===== src/rtl/pio_poll_sequencer.sv =====
// Avalon-MM master that polls a button PIO on a fixed tick, debounces bit 0 and
// writes an incrementing press counter to an LED PIO. All bus outputs are
// registered from the next state so they are clean from the first edge.
module pio_poll_sequencer #(
  parameter int unsigned            ADDR_W         = 8,
  parameter logic [ADDR_W-1:0]      BTN_BASE       = 'h00,
  parameter logic [ADDR_W-1:0]      LED_BASE       = 'h10,
  parameter int unsigned            LED_W          = 8,
  parameter int unsigned            POLL_DIV       = 50000,
  parameter int unsigned            DEBOUNCE_N     = 4,
  parameter bit                     BTN_ACTIVE_LOW = 1'b1,
  parameter int unsigned            TIMEOUT        = 255
) (
  input  logic              clk_clk_clk,
  input  logic              reset_reset,
  input  logic              enable,
  input  logic              err_clr,
  output logic [ADDR_W-1:0] avm_address,
  output logic              avm_read,
  output logic              avm_write,
  output logic [31:0]       avm_writedata,
  input  logic [31:0]       avm_readdata,
  input  logic              avm_waitrequest,
  output logic [LED_W-1:0]  led_value,
  output logic              btn_level,
  output logic              press_pulse,
  output logic              bus_error,
  output logic              busy
);

  localparam int unsigned DivW = $clog2(POLL_DIV);

  typedef enum logic [2:0] {StInit, StIdle, StRd, StEval, StWr} state_e;

  state_e            state_q, state_d;
  logic [DivW-1:0]   div_q, div_d;
  logic [7:0]        to_cnt_q, to_cnt_d;
  logic [3:0]        deb_cnt_q, deb_cnt_d;
  logic              btn_level_q, btn_level_d;
  logic              sample_q, sample_d;
  logic [LED_W-1:0]  led_q, led_d;
  logic              read_q, read_d;
  logic              write_q, write_d;
  logic [ADDR_W-1:0] addr_q, addr_d;
  logic [31:0]       wdata_q, wdata_d;
  logic              bus_err_q, bus_err_d;
  logic              busy_q, busy_d;

  logic              tick;
  logic              accept;
  logic              stall;
  logic              timeout;
  logic              raw_pressed;
  logic [LED_W-1:0]  led_inc;
  logic              unused_readdata;

  // Only bit 0 of the button register matters.
  assign unused_readdata = ^avm_readdata[31:1];

  assign raw_pressed = avm_readdata[0] ^ BTN_ACTIVE_LOW;
  assign led_inc     = led_q + LED_W'(1);

  // Request bookkeeping: acceptance, stall and timeout detection.
  always_comb begin
    accept  = (read_q | write_q) & ~avm_waitrequest;
    stall   = (read_q | write_q) & avm_waitrequest;
    timeout = stall & (to_cnt_q == 8'(TIMEOUT - 1));
    tick    = (div_q == DivW'(POLL_DIV - 1));
    div_d   = tick ? '0 : div_q + DivW'(1);
    to_cnt_d = (stall && !timeout) ? to_cnt_q + 8'd1 : 8'd0;
  end

  // Next-state, debounce, LED counter and registered bus request decode.
  always_comb begin
    state_d     = state_q;
    deb_cnt_d   = deb_cnt_q;
    btn_level_d = btn_level_q;
    sample_d    = sample_q;
    led_d       = led_q;
    wdata_d     = wdata_q;
    addr_d      = addr_q;
    press_pulse = 1'b0;
    bus_err_d   = bus_err_q;

    // A timeout in the same cycle as err_clr keeps the flag set.
    if (err_clr) bus_err_d = 1'b0;
    if (timeout) bus_err_d = 1'b1;

    case (state_q)
      StInit: begin
        if (accept) begin
          led_d   = '0;
          state_d = StIdle;
        end else if (timeout) begin
          state_d = StIdle;
        end
      end
      StIdle: begin
        if (tick && enable) state_d = StRd;
      end
      StRd: begin
        if (accept) begin
          sample_d = raw_pressed;
          state_d  = StEval;
        end else if (timeout) begin
          state_d = StIdle;
        end
      end
      StEval: begin
        state_d = StIdle;
        if (sample_q == btn_level_q) begin
          deb_cnt_d = '0;
        end else if (deb_cnt_q + 4'd1 == 4'(DEBOUNCE_N)) begin
          deb_cnt_d   = '0;
          btn_level_d = sample_q;
          if (sample_q) begin
            press_pulse = 1'b1;
            wdata_d     = 32'(led_inc);
            state_d     = StWr;
          end
        end else begin
          deb_cnt_d = deb_cnt_q + 4'd1;
        end
      end
      StWr: begin
        if (accept) begin
          led_d   = wdata_q[LED_W-1:0];
          state_d = StIdle;
        end else if (timeout) begin
          state_d = StIdle;
        end
      end
      default: state_d = StInit;
    endcase

    read_d  = (state_d == StRd);
    write_d = (state_d == StInit) || (state_d == StWr);
    busy_d  = (state_d != StIdle);
    if (state_d == StRd) addr_d = BTN_BASE;
    if (write_d)         addr_d = LED_BASE;
    if (state_d == StInit) wdata_d = '0;
  end

  // State and output registers with synchronous reset.
  always_ff @(posedge clk_clk_clk) begin
    if (reset_reset) begin
      state_q     <= StInit;
      div_q       <= '0;
      to_cnt_q    <= '0;
      deb_cnt_q   <= '0;
      btn_level_q <= 1'b0;
      sample_q    <= 1'b0;
      led_q       <= '0;
      read_q      <= 1'b0;
      write_q     <= 1'b0;
      addr_q      <= '0;
      wdata_q     <= '0;
      bus_err_q   <= 1'b0;
      busy_q      <= 1'b1;
    end else begin
      state_q     <= state_d;
      div_q       <= div_d;
      to_cnt_q    <= to_cnt_d;
      deb_cnt_q   <= deb_cnt_d;
      btn_level_q <= btn_level_d;
      sample_q    <= sample_d;
      led_q       <= led_d;
      read_q      <= read_d;
      write_q     <= write_d;
      addr_q      <= addr_d;
      wdata_q     <= wdata_d;
      bus_err_q   <= bus_err_d;
      busy_q      <= busy_d;
    end
  end

  assign avm_address   = addr_q;
  assign avm_read      = read_q;
  assign avm_write     = write_q;
  assign avm_writedata = wdata_q;
  assign led_value     = led_q;
  assign btn_level     = btn_level_q;
  assign bus_error     = bus_err_q;
  assign busy          = busy_q;

endmodule


===== config.mk =====
export PLATFORM = sky130hd
export DESIGN_NAME = pio_poll_sequencer
export DESIGN_NICKNAME = d
export VERILOG_FILES = /design/src/rtl/pio_poll_sequencer.sv
export SDC_FILE = /design/constraint.sdc
export NUM_CORES = 1
export LEC_CHECK = 0
export BUFFER_PORTS_ARGS = -buffer_cell sky130_fd_sc_hd__buf_2
export CORE_MARGIN = 2
export CORE_UTILIZATION = 50
export DETAILED_ROUTE_END_ITERATION = 8
export MAX_ROUTING_LAYER = met4
export PLACE_DENSITY = 0.89
export SLEW_MARGIN = 20
export SYNTH_ARGS = -nofsm -noshare
export SYNTH_HDL_FRONTEND = slang
export SYNTH_SLANG_ARGS = --single-unit

===== constraint.sdc =====
create_clock -name clk_clk_clk -period 2.14 [get_ports clk_clk_clk]
set_input_delay 0.428 -clock clk_clk_clk [delete_from_list [all_inputs] [get_ports clk_clk_clk]]
set_output_delay 0.428 -clock clk_clk_clk [all_outputs]
set_load 0.005 [all_outputs]

After elaboration in Yosys (flattened, before gate mapping)
Index checks and enable logic that the tools add are counted.
W data, S select, Z words.
- bits in registers: 54
- bits in latches: 0
- memory bits (writable): 0
- memory bits (read-only): 0
- input port bits: 37
- output and inout bits: 54
- memories: 0
- $add $sub $neg: 4
- $mul: 0
- divide/modulo/power cells: 0
- magnitude comparators: 0
- equal/unequal tests: 13
- shift operators: 0
- multiplexer cells: 21
- bitwise logic cells: 8
- reduce and logical (&&, ||, !) cells: 17
- operators with widths (cell ; number):
    $mux W3 ; 7
    $add A16 B1 Y16 const B ; 1
    $add A8 B1 Y8 const B ; 2
    $eq A16 B16 Y1 const B ; 1
    $mux W8 ; 2
    $pmux W8 S2 ; 1
    $pmux W3 S4 ; 1
    $mux W5 ; 2
    $eq A3 B2 Y1 const B ; 3
    $eq A8 B8 Y1 const B ; 1
    $mux W4 ; 2
    $reduce_or A2 Y1 ; 4
    $eq A3 B3 Y1 const B ; 2
    $logic_not A3 Y1 ; 2
    $mux W1 ; 6
    $reduce_and A3 Y1 ; 2
    $reduce_bool A2 Y1 ; 3
    $add A4 B1 Y4 const B ; 1
    $eq A4 B3 Y1 const B ; 1
    $ne A2 B2 Y1 const B ; 2
    $not A1 Y1 ; 4
    $reduce_and A4 Y1 ; 1
    $and A1 B1 Y1 ; 3
    $eq A3 B1 Y1 const B ; 1
    7 further kinds ; 8

Logic depth before layout (Yosys ltp)
- word-level depth: 9
- gate-level depth with buffers: 7

Least setup slack after synthesis
No wires, ideal clock.
- path kind: flip-flop to flip-flop
- from: reg deb_cnt_q[0]
- to: reg wdata_q[0] (netlist: avm_writedata[0])
- setup time: 0.126 ns
- arrival: 1.656 ns
- required time: 2.014 ns
- path slack: 0.359 ns
- cell stages (with the launch flop): 7
- period minus slack after synthesis: 1.781 ns
- path through: dfxtp_1 > ha_1 > nor3b_1 > a41o_1 > o211ai_1 > o21ai_2 > nor2_1
- word-level cells in the longest chain between the ends: 7
- ends and longest elaborated chain (what ; RTL line ; RTL):
    start, declared ; 38 ; logic [3:0] deb_cnt_q, deb_cnt_d;
    start signal, assigned ; 164 ; deb_cnt_q <= deb_cnt_d;
    $add A4 B1 Y4 (*) ; 113 ; end else if (deb_cnt_q + 4'd1 == 4'(DEBOUNCE_N)) begin
    $eq A4 B3 Y1 (*) ; 113 ;
    $mux W3 ; 113 ;
    $mux W3 ; 111 ; if (sample_q == btn_level_q) begin
    $pmux W3 S4 ; 89 ; case (state_q)
    $logic_not A3 Y1 ; 141 ; if (state_d == StInit) wdata_d = '0;
    $reduce_or A2 Y1 (no source line) ; n/a ;
    end signal, assigned ; 171 ; wdata_q <= wdata_d;
    end, declared ; 45 ; logic [31:0] wdata_q, wdata_d;
Mark *: on every way between the ends. The rest lies on a longest branch, timed or not.
A chain may end at the register's enable or synchronous reset.

Final worst setup path
- from: reg btn_level_q (netlist: btn_level)
- to: out press_pulse
- word-level cells in the longest chain between the ends: 3
- ends and longest elaborated chain (what ; RTL line ; RTL):
    start, declared ; 39 ; logic btn_level_q, btn_level_d;
    start signal, assigned ; 165 ; btn_level_q <= btn_level_d;
    $eq A1 B1 Y1 ; 111 ;
    $mux W1 ; 111 ;
    $mux W1 ; 89 ;
    end, declared ; 26 ; output logic press_pulse,
No other way between the ends.

==> results.yml <==
route:
  first_pass_iters: 4
  postRouteAntennaNets: 0
  vias: 2077
  drtIter0Drc: 115
  route.top_layer_used: "met4"
  routedWlPerCell_um: 12.0
  m1WireLength_mm: 2.10
  route.final.wire_length_mm: 5.01
  met3RoutedLength_um: 264
  wl_met2_mm: 2.62
  viasPerCell: 4.97
  remaining_drc_errors: 0
timing:
  holdWs_ns: 0.409
  setup_total_negative_slack_ns: 0
  max_clock_freq_ghz: 0.491
  max_slew.worst_pin.slew_ns: 0.571
  setup_repair_after_global_routing_missed_its_margin: "no"
  timing.final.max_slew_violations: 0
  final-setup-viol-count: 0
  clock_skew_ns: 0.0117
  timing.slew.headroom: 0.616
  report.final.hold_viol_count: 0
  timing.final.crit_period_ns: 2.04
  layout_worst_path_cycle_share: 0.952
synth:
  synth.distinct_cells: 48
  synth-edff-count: 0
  ys_dominant_reg_cell: "dfxtp_1"
  number_of_warning_messages_in_the_yosys_log: 0
  synth.ff_latch_count: 54
  synth_area_um2: 2670
  post_synth.cell_area_avg_um2: 8.58
  syn_inst: 311
  share_of_flip_flops_with_an_asynchronous_set_or_reset_after_synthesis: 0
  seq_area_frac_synth: 0.405
grt:
  grt-ovfl-total: 0
  grtUsageTotal: 0.177
  maximum_number_of_pins_on_one_net_before_global_route_repair: 24
  grt_first_pass_wirelength_mm: 8.42
  antenna_found_initial: 0
  first_global_vias: 1891
finish:
  multi_input_gate_area_in_the_final_layout_um2: 1400
  postLayoutCoreUtil: 0.572
  antenna_cells: 0
  register_area_um2: 1080
  area_growth_pct: 10.2
  fillCellCount: 461
  finalNonFillerCells: 418
  drive_gt1_frac: 0.170
  finish.net_count: 390
critical_path:
  critPathMaxFanout: 4
  critical_path.reg2reg.startpoint: "div_q[4]$_SDFF_PP0_"
  crit_path_start_kind: "flip-flop"
  reg2reg_depth: 5
  critPathKind: "flip-flop to output pin"
  critical_path_required_ns: 1.71
  worst-endpoint-arrival_ns: 1.61
  worst_r2r_endpoint: "avm_address[4]$_SDFFE_PP0P_"
  worstSetupEndpointType: "output pin"
  r2r_setup_slack_ns: 0.19
power_and_ir_drop:
  p_per_area_nw_per_um2: 613
  fin_total_pwr_mw: 1.80
  vdd_drop_max_uv: 317
  p_leak_nw: 1.24
floorplanning:
  die-height_um: 77.1
  width_of_the_die_um: 77.1
  design.portCount: 91
  initial_core_util: 0.519
  rows: 26
  die-area_um2: 5940
  floorplan.core_area_um2: 5140
worst_hold_path:
  worst_hold_path.num_cells: 3
  hold_path.class: "primary input to flip-flop"
  hold-path-endpoint: "state_q[1]$_SDFF_PP0_"
  holdCritStartpoint: "enable"
clocking:
  htreeDepth: 2
  hold_buffers: 0
  cts_clk_pin_slew_worst_paths_ns: 0.10
  clock_tree_from_tritoncts: "done"
  numCtsBuffers: 5
  clock_sink_count: 54
  clock_latency_ns: 0.30
  cts_max_path_buffers: 2
  cts_root_buf: "clkbuf_8"
run_status:
  status: "finished, final reports clean"
placed_design:
  detailed_place_hpwl_mm: 3.65
  dp_cells: 408
  gp_congestion: 0.822
  number_of_input_and_output_port_buffers_inserted: 28
flow_run:
  drv_cap: 0
cells by family after synthesis:
kind of cell,Yosys count,share of synthesized area
and+or+nand+nor,135,0.267
DFF,54,0.405
buffers and inverters,49,0.114
AOI/OAI and AO/OA,35,0.0797
xor gates and xnor gates,26,0.0853
adders and majority gates,6,0.0281
muxes,5,0.0188
other,1,0.00141
layer usage:
layer,track usage,vias up
met5,-,-
met4,0.0268,0
met3,0.0529,5
met2,0.311,54
met1,0.205,955
li1,-,1063
report_power, final:
| part | leakage (nW) | internal [mW] | switching (mW) |
|---|---|---|---|
| sequential | 0.437 | 1.02 | 0.0131 |
| clock | 0.0514 | 0.349 | 0.320 |
| combinational | 0.748 | 0.0325 | 0.0696 |
| total | 1.24 | 1.40 | 0.402 |
worst max path at each step:
stage / from / to / slack, ns / cells past startpoint
detailed placement: btn_level$_SDFFE_PP0P_ / avm_address[4]$_SDFFE_PP0P_ / 0.18 / 8
global placement: btn_level$_SDFFE_PP0P_ / avm_address[4]$_SDFFE_PP0P_ / 0.29 / 8
finish: btn_level$_SDFFE_PP0P_ / press_pulse / 0.10 / 6
CTS: btn_level$_SDFFE_PP0P_ / press_pulse / 0.02 / 6
floorplan: deb_cnt_q[0]$_SDFFE_PP0P_ / avm_writedata[0]$_SDFFE_PP0P_ / 0.36 / 6
global route: btn_level$_SDFFE_PP0P_ / press_pulse / 0.02 / 6
synthesized netlist by cell type (2+ instances only):
master,count,share of area
nand2b_1,2,0.0047
and2_1,2,0.0047
ha_1,6,0.028
o21ai_0,2,0.0038
nand3_1,25,0.047
nand2_1,20,0.028
dfxtp_1,54,0.41
o31ai_1,2,0.0056
and3_1,5,0.012
clkbuf_1,8,0.011
nand4_1,5,0.012
nor2_1,51,0.072
inv_1,8,0.011
nor4_1,3,0.0070
a21oi_1,19,0.036
xor2_1,15,0.049
mux2i_1,5,0.019
xnor2_1,11,0.036
o211ai_1,2,0.0056
nor3_1,4,0.0075
nor3b_1,4,0.011
buf_4,32,0.090
registers in the layout (all words and copies together) (netlist names), 3 cells and up:
name           cells
div_q             16
state_q            3
avm_writedata      8
deb_cnt_q          4
to_cnt_q           8
led_value          8
through the flow:
| step | setup WS (ns) | cell area, um^2 |
|---|---|---|
| floorplan | 0.359 | 2780 |
| global placement | 0.291 | 2810 |
| global route | 0.0160 | 2940 |
| CTS | 0.0248 | 2920 |
| detailed placement | 0.182 | 2810 |
| finish | 0.103 | 2940 |
cells in the final DEF, fill, tap and decap left out, types with 2 or more instances in the layout:
cell and count:
nand2b_1 2, buf_4 12, buf_2 28, nand3_2 2, conb_1 31, nor4_1 3
mux2i_1 5, nor3_1 4, dfxtp_1 53, and3_1 5, xor2_1 15, nand2_1 20
inv_1 8, ha_1 6, nor3b_1 4, and2_1 2, nand4_1 5, nand3_1 24
o21ai_0 2, nor2_1 51, clkbuf_8 5, o31ai_1 2, o211ai_1 2, a21oi_1 19
xnor2_1 11
final cells by class:
type,instances,area share
multi-input cells,238,0.476
flip-flops and latches,54,0.368
repair buffers,40,0.0783
well taps,70,0.0298
clock buffers,6,0.0247
clock inverters,2,0.0128
inverters,8,0.0102
worst max-delay path: stages, from the launching register on:
cell      delay (ns)
dfxtp_2         0.34
inv_1           0.05
ha_1            0.30
and4bb_2        0.35
nand3_2         0.10
inv_1           0.06
buf_2           0.10
timing repair:
action                     in CTS  in global routing
pin swaps                       0                  2
gates cloned                    0                  0
setup buffers                   0                  2
setup endpoints to repair       1                  1
resized for setup               2                  1
No activity file was read; power rests on OpenSTA's default activity.
